[config.mk]
export PLATFORM = sky130hd
export DESIGN_NAME = id_ex_alu_issue
export DESIGN_NICKNAME = d
export VERILOG_FILES = /design/src/rtl/id_ex_alu_issue_pkg.sv /design/src/rtl/id_ex_alu_issue_alu_ctrl_decode.sv /design/src/rtl/id_ex_alu_issue.sv
export SDC_FILE = /design/constraint.sdc
export NUM_CORES = 1
export LEC_CHECK = 0
export BUFFER_PORTS_ARGS = -buffer_cell sky130_fd_sc_hd__buf_2
export CAP_MARGIN = 20
export CORE_AREA = 2 2 209 211
export CTS_CLUSTER_DIAMETER = 30
export DETAILED_ROUTE_END_ITERATION = 12
export DIE_AREA = 0 0 211 213
export HOLD_SLACK_MARGIN = 0.06
export SLEW_MARGIN = 5
export SYNTH_ARGS = -nofsm -noshare
export SYNTH_HDL_FRONTEND = slang
export SYNTH_HIERARCHICAL = 1
export SYNTH_SLANG_ARGS = --single-unit
[constraint.sdc]
create_clock -name clk -period 2.65 [get_ports clk]
set_clock_uncertainty 0.15 [all_clocks]
set_input_delay 0 -clock clk [delete_from_list [all_inputs] [get_ports clk]]
set_output_delay 0 -clock clk [all_outputs]
set_load 0.02 [all_outputs]
[src/rtl/id_ex_alu_issue_pkg.sv]
// Shared constants for the ID/EX issue stage and the ALU: op codes, ALUOp classes,
// R/I-format opcodes and the zero-register index.
package id_ex_alu_issue_pkg;

   localparam logic [3:0] ALU_AND   = 4'b0000;
   localparam logic [3:0] ALU_OR    = 4'b0001;
   localparam logic [3:0] ALU_ADD   = 4'b0010;
   localparam logic [3:0] ALU_SUB   = 4'b0110;
   localparam logic [3:0] ALU_PASSB = 4'b0111;
   localparam logic [3:0] ALU_NOR   = 4'b1100;
   localparam logic [3:0] ALU_DFLT  = 4'b1111;

   typedef enum logic [1:0] {
      AOP_LDST  = 2'b00,
      AOP_CBZ   = 2'b01,
      AOP_RTYPE = 2'b10,
      AOP_ITYPE = 2'b11
   } alu_class_e;

   localparam logic [10:0] OPC_ADD = 11'b10001011000;
   localparam logic [10:0] OPC_SUB = 11'b11001011000;
   localparam logic [10:0] OPC_AND = 11'b10001010000;
   localparam logic [10:0] OPC_ORR = 11'b10101010000;

   // I-format opcodes are 10 bits wide; bit 0 of the 11-bit field belongs to the immediate.
   localparam logic [9:0] OPCI_ADDI = 10'b1001000100;
   localparam logic [9:0] OPCI_SUBI = 10'b1101000100;
   localparam logic [9:0] OPCI_ANDI = 10'b1001001000;
   localparam logic [9:0] OPCI_ORRI = 10'b1011001000;

   localparam int XZR_IDX = 31;

endpackage

[src/rtl/id_ex_alu_issue_alu_ctrl_decode.sv]
// ALU control decode: maps the ALUOp class and opcode field onto the ALU's 4-bit op code.
// Undecodable opcodes select the ALU default (pass A) and raise illegal_op.
module alu_ctrl_decode
   import id_ex_alu_issue_pkg::*;
(
   input  logic [1:0]  alu_op_ctrl,
   input  logic [10:0] opcode,
   output logic [3:0]  alu_op,
   output logic        illegal_op
);

   always_comb begin
      // NOTE: every output gets a default first, so no path through the cases infers a latch.
      alu_op     = ALU_DFLT;
      illegal_op = 1'b0;
      case (alu_class_e'(alu_op_ctrl))
         AOP_LDST: alu_op = ALU_ADD;
         AOP_CBZ:  alu_op = ALU_PASSB;
         AOP_RTYPE: begin
            case (opcode)
               OPC_ADD: alu_op = ALU_ADD;
               OPC_SUB: alu_op = ALU_SUB;
               OPC_AND: alu_op = ALU_AND;
               OPC_ORR: alu_op = ALU_OR;
               default: illegal_op = 1'b1;
            endcase
         end
         AOP_ITYPE: begin
            case (opcode[10:1])
               OPCI_ADDI: alu_op = ALU_ADD;
               OPCI_SUBI: alu_op = ALU_SUB;
               OPCI_ANDI: alu_op = ALU_AND;
               OPCI_ORRI: alu_op = ALU_OR;
               default:   illegal_op = 1'b1;
            endcase
         end
      endcase
   end

endmodule

[src/rtl/id_ex_alu_issue.sv]
// ID/EX issue stage: operand forwarding, ALUSrc mux and ALU control decode into a
// single valid/ready output register, with flush and a saturating stall counter.
module id_ex_alu_issue
   import id_ex_alu_issue_pkg::*;
#(
   parameter int WIDTH = 64,
   parameter int REGW  = 5,
   parameter int CNTW  = 32
) (
   input  logic             clk,
   input  logic             rst_n,
   input  logic             in_valid,
   output logic             in_ready,
   input  logic             flush,
   input  logic [1:0]       alu_op_ctrl,
   input  logic [10:0]      opcode,
   input  logic             alu_src,
   input  logic [REGW-1:0]  rn,
   input  logic [REGW-1:0]  rm,
   input  logic [REGW-1:0]  rd,
   input  logic [WIDTH-1:0] rn_val,
   input  logic [WIDTH-1:0] rm_val,
   input  logic [WIDTH-1:0] imm,
   input  logic             exm_wr,
   input  logic [REGW-1:0]  exm_rd,
   input  logic [WIDTH-1:0] exm_res,
   input  logic             mwb_wr,
   input  logic [REGW-1:0]  mwb_rd,
   input  logic [WIDTH-1:0] mwb_res,
   output logic             out_valid,
   input  logic             out_ready,
   output logic [WIDTH-1:0] alu_a,
   output logic [WIDTH-1:0] alu_b,
   output logic [3:0]       alu_op,
   output logic [REGW-1:0]  out_rd,
   output logic             illegal_op,
   output logic [CNTW-1:0]  stall_cnt
);

   localparam logic [REGW-1:0] XZR = REGW'(XZR_IDX);

   typedef struct packed {
      logic [WIDTH-1:0] a;
      logic [WIDTH-1:0] b;
      logic [3:0]       op;
      logic [REGW-1:0]  rd;
      logic             illegal;
   } issue_t;

   logic            valid_q, valid_d;
   issue_t          issue_q, issue_d;
   logic [CNTW-1:0] stall_cnt_q, stall_cnt_d;

   logic [3:0]       dec_op;
   logic             dec_illegal;
   logic [WIDTH-1:0] fwd_a, fwd_b;
   logic             capture;

   alu_ctrl_decode u_alu_ctrl_decode (
      .alu_op_ctrl (alu_op_ctrl),
      .opcode      (opcode),
      .alu_op      (dec_op),
      .illegal_op  (dec_illegal)
   );

   // EX/MEM is the younger producer, so it wins over MEM/WB; XZR never forwards.
   function automatic logic [WIDTH-1:0] forward(input logic [REGW-1:0]  src,
                                                input logic [WIDTH-1:0] rf_val);
      if (exm_wr && exm_rd == src && src != XZR)
         return exm_res;
      else if (mwb_wr && mwb_rd == src && src != XZR)
         return mwb_res;
      else
         return rf_val;
   endfunction

   always_comb begin
      fwd_a = forward(rn, rn_val);
      fwd_b = alu_src ? imm : forward(rm, rm_val);
   end

   assign in_ready = !valid_q || out_ready;
   assign capture  = in_valid && in_ready && !flush;

   always_comb begin
      valid_d     = valid_q;
      issue_d     = issue_q;
      stall_cnt_d = stall_cnt_q;

      if (flush)
         valid_d = 1'b0;
      else if (capture)
         valid_d = 1'b1;
      else if (out_ready)
         valid_d = 1'b0;

      if (capture) begin
         issue_d.a       = fwd_a;
         issue_d.b       = fwd_b;
         issue_d.op      = dec_op;
         issue_d.rd      = rd;
         issue_d.illegal = dec_illegal;
      end

      if (valid_q && !out_ready && !(&stall_cnt_q))
         stall_cnt_d = stall_cnt_q + 1'b1;
   end

   always_ff @(posedge clk or negedge rst_n) begin
      if (!rst_n) begin
         valid_q     <= 1'b0;
         issue_q     <= '0;
         stall_cnt_q <= '0;
      end else begin
         // NOTE: non-blocking assignments so every flop samples the pre-edge values.
         valid_q     <= valid_d;
         issue_q     <= issue_d;
         stall_cnt_q <= stall_cnt_d;
      end
   end

   assign out_valid  = valid_q;
   assign alu_a      = issue_q.a;
   assign alu_b      = issue_q.b;
   assign alu_op     = issue_q.op;
   assign out_rd     = issue_q.rd;
   assign illegal_op = issue_q.illegal;
   assign stall_cnt  = stall_cnt_q;

endmodule

==> flow_summary.json <==
{
  "cts_tree": "done",
  "cellPowerDensity_nw_per_um2": 479,
  "die_width_um": 211,
  "clock_latency_ps": 460,
  "regToRegSetupSlack_ps": 60,
  "initial_core_util": 0.238,
  "hpwl_um": 36300,
  "clk_pin_slew_ps": 70,
  "hold_ws_ps": 107,
  "cts_sinks": 171,
  "worst_path_largest_cell_delay_ps": 570,
  "hold_path_depth": 6,
  "p_comb_frac": 0.354,
  "reg2reg_from": "out_valid",
  "crit_slowest_cell": "dlygate4sd3_1",
  "synth.largest_area_cell": "dfrtp_1",
  "wl_um": 56400,
  "crit_chain": "nor2b_4, nor3b_2, buf_12, buf_4, nor2_1, nor2_1, a221o_1, dlygate4sd3_1",
  "avgSynthCellArea_um2": 9.00,
  "place_inst": 2153,
  "fmax_mhz": 387,
  "place_congestion": 0.939,
  "min_from": "opcode[5]",
  "cap_violations": 0,
  "maxSlewViolCount": 0,
  "finalCriticalPeriod_ps": 2590,
  "path_delay_family": "buffers and inverters",
  "dr.pass1.iters": 9,
  "dieArea_um2": 44900,
  "drive_gt1_frac": 0.341,
  "area_growth_syn_to_layout_pct": 79.2,
  "cts_max_path_buffers": 2,
  "instances_no_fill": 2592,
  "worstRegToRegCells": 8,
  "power.share.sequential": 0.373,
  "p_sw_frac": 0.355,
  "fp.dieH_um": 213,
  "max-vdd-ir-drop_uv": 380,
  "cp.required_ps": 2900,
  "grt_pass1_wl_um": 82900,
  "post-synth-top-count-cell": "dfrtp_1",
  "power.net_switching_mw": 3.10,
  "grt_max_degree": 67,
  "worstMarginPinSlew_ps": 1050,
  "synth_cells": 1130,
  "pwr-share-clk": 0.273,
  "r2r_end": "alu_b[37]",
  "worst-path-max-fanout": 62,
  "cp_data_arrival_time_ps": 2830,
  "syn_area_um2": 10200,
  "ios": 538,
  "yosysUniqueCellTypes": 58,
  "synth_common_cells": "171 x dfrtp_1, 146 x nor2_1, 110 x nand2_1",
  "cp_num_buf_inv": 3,
  "fp-row-count": 76,
  "ant_nets": 0,
  "start_kind": "register",
  "synth_edf_count": 0,
  "vias_per_cell": 5.34,
  "leakagePower_nw": 8.60,
  "drc": 0,
  "coreArea_um2": 42700,
  "antenna_found_initial": 8,
  "fin_nets": 2396,
  "htree_levels": 4,
  "grt_overflow": 0,
  "hold_viol": 0,
  "yosysWarnings": 6,
  "num_vias": 13900,
  "async_flop_share": 1.00,
  "finalSetupViolCount": 0,
  "outcome": "finished clean",
  "root_buffer": "clkbuf_16",
  "synth_ff_type": "dfrtp_1",
  "synth-seq-cells": 171,
  "p_int_mw": 5.63,
  "crit_top_cell": "nor2_1",
  "drt-initial-drc-count": 1489,
  "end_kind": "register",
  "min_to": "illegal_op",
  "wl_per_cell_um": 21.8,
  "hold_path_class": "input port to register",
  "grt_pass1_vias": 14400,
  "fin_util": 0.427,
  "path_class": "register to register",
  "synth.area.top_cells": "dfrtp_1 42%, mux2_2 7.1%, a221o_1 6.3%, a221oi_1 5.5%, nor2_1 5.4%",
  "yosysSeqAreaShare": 0.421,
  "relSlewSlack": 0.303,
  "synthesis.nets": 1497,
  "synth_top_cell_area_share": 0.421,
  "grt_use_total": 0.242,
  "finalCritPeriodShare": 0.976,
  "io_buffers": 537,
  "cts_buffers": 17
}
[layout make-up]
class	count	area, µm²
repair buffers	978	7160
flip-flops and latches	171	4280
multi-input cells	854	5530
fillers	3998	24500
diodes	5	12.5
inverters	7	26.3
clock inverters	10	68.8
well taps	546	683
clock buffers	21	460
[worst register-to-register path, stage by stage, from the launching register on]
cell,delay [ps]
dfrtp_1,390
nor2b_4,150
nor3b_2,350
buf_12,350
buf_4,300
nor2_1,50
nor2_1,90
a221o_1,140
dlygate4sd3_1,570
[cell usage in the layout, fill, tap and decap left out, types with 3 or more instances in the layout]
master	netlist	layout
a221o_1	64	64
diode_2	0	5
inv_1	6	6
buf_12	1	11
or2_2	2	3
o21ai_1	66	66
clkinv_2	0	5
clkinv_4	0	4
nor2_1	146	145
dlygate4sd3_1	0	401
nor3b_2	0	3
nand3_1	19	19
mux2_2	64	64
nand2_1	110	110
buf_4	1	27
and3_1	70	70
a21oi_1	68	68
clkbuf_8	0	3
a221oi_1	64	64
nor3_1	4	4
xnor2_1	29	28
mux2i_1	3	3
nand4_1	15	15
dfrtp_1	171	171
buf_2	0	535
o211ai_1	3	3
o21ai_0	64	64
xor2_1	16	16
a31oi_1	3	3
clkbuf_16	0	17
[registers in the layout, indices dropped and copies added (netlist names)]
signal / cells
illegal_op: 1
stall_cnt: 32
out_rd: 5
alu_a: 64
alu_b: 64
out_valid: 1
alu_op: 4
[routing by layer]
layer | share of wire | global-route usage | up-vias | wire [µm]
met4 | 0.045 | 0.126 | 6 | 2540
met2 | 0.48 | 0.413 | 1048 | 27300
met1 | 0.37 | 0.272 | 6606 | 20700
met5 | 0.00073 | 0 | - | 41
li1 | - | - | 5989 | -
met3 | 0.10 | 0.0728 | 204 | 5780
[worst max path at each step]
stage / start / endpoint / slack [ps] / cells after the start
2_1_floorplan: out_valid / stall_cnt[31] / 190 / 7
4_1_cts: out_valid / alu_b[34] / 60 / 8
3_5_place_dp: stall_cnt[20] / stall_cnt[31] / 240 / 5
5_1_grt: out_valid / alu_b[37] / -8 / 8
6_report: out_valid / alu_b[37] / 60 / 8
3_3_place_gp: out_valid / stall_cnt[31] / 280 / 6
[repair_timing]
action | in CTS | in global routing
hold endpoints to repair | 321 | 0
setup buffers | 0 | 1
setup endpoints to repair | 0 | 11
hold buffers | 402 | 0
gates resized for setup | 0 | 5
[logic make-up (layout without fill, tap and decap cells)]
kind of cell / after synthesis / count (layout) / synth area share
DFF: 171 / 171 / 0.421
and+or+nand+nor: 398 / 398 / 0.193
adders and majority gates: 1 / 1 / 0.00123
muxes: 68 / 68 / 0.0749
buffers and inverters: 105 / 1016 / 0.0407
xor gates and xnor gates: 45 / 45 / 0.0387
other: 0 / 5 / 0
AOI/OAI and AO/OA: 342 / 342 / 0.231
[stage by stage]
| step | power [mW] | TNS (ps) | setup WS [ps] | cell area, µm² |
|---|---|---|---|---|
| after floorplan | 4.56 | 0 | 189 | 10200 |
| after global placement | 5.71 | 0 | 283 | 13600 |
| after detailed placement | 5.75 | 0 | 243 | 13600 |
| after CTS | 8.68 | 0 | 57.1 | 18200 |
| after global routing | 9.13 | -8.42 | -8.42 | 18200 |
| final | 8.73 | 0 | 64.2 | 18200 |
[power by group through the flow]
stage | sequential [mW] | clock (mW) | combinational [mW]
floorplan | 3.72 | 0 | 0.836
CTS | 3.24 | 2.46 | 2.99
global route | 3.30 | 2.54 | 3.29
global placement | 3.27 | 0 | 2.44
finish | 3.25 | 2.39 | 3.09
detailed placement | 3.27 | 0 | 2.47
(Power assumes the default switching activity.)
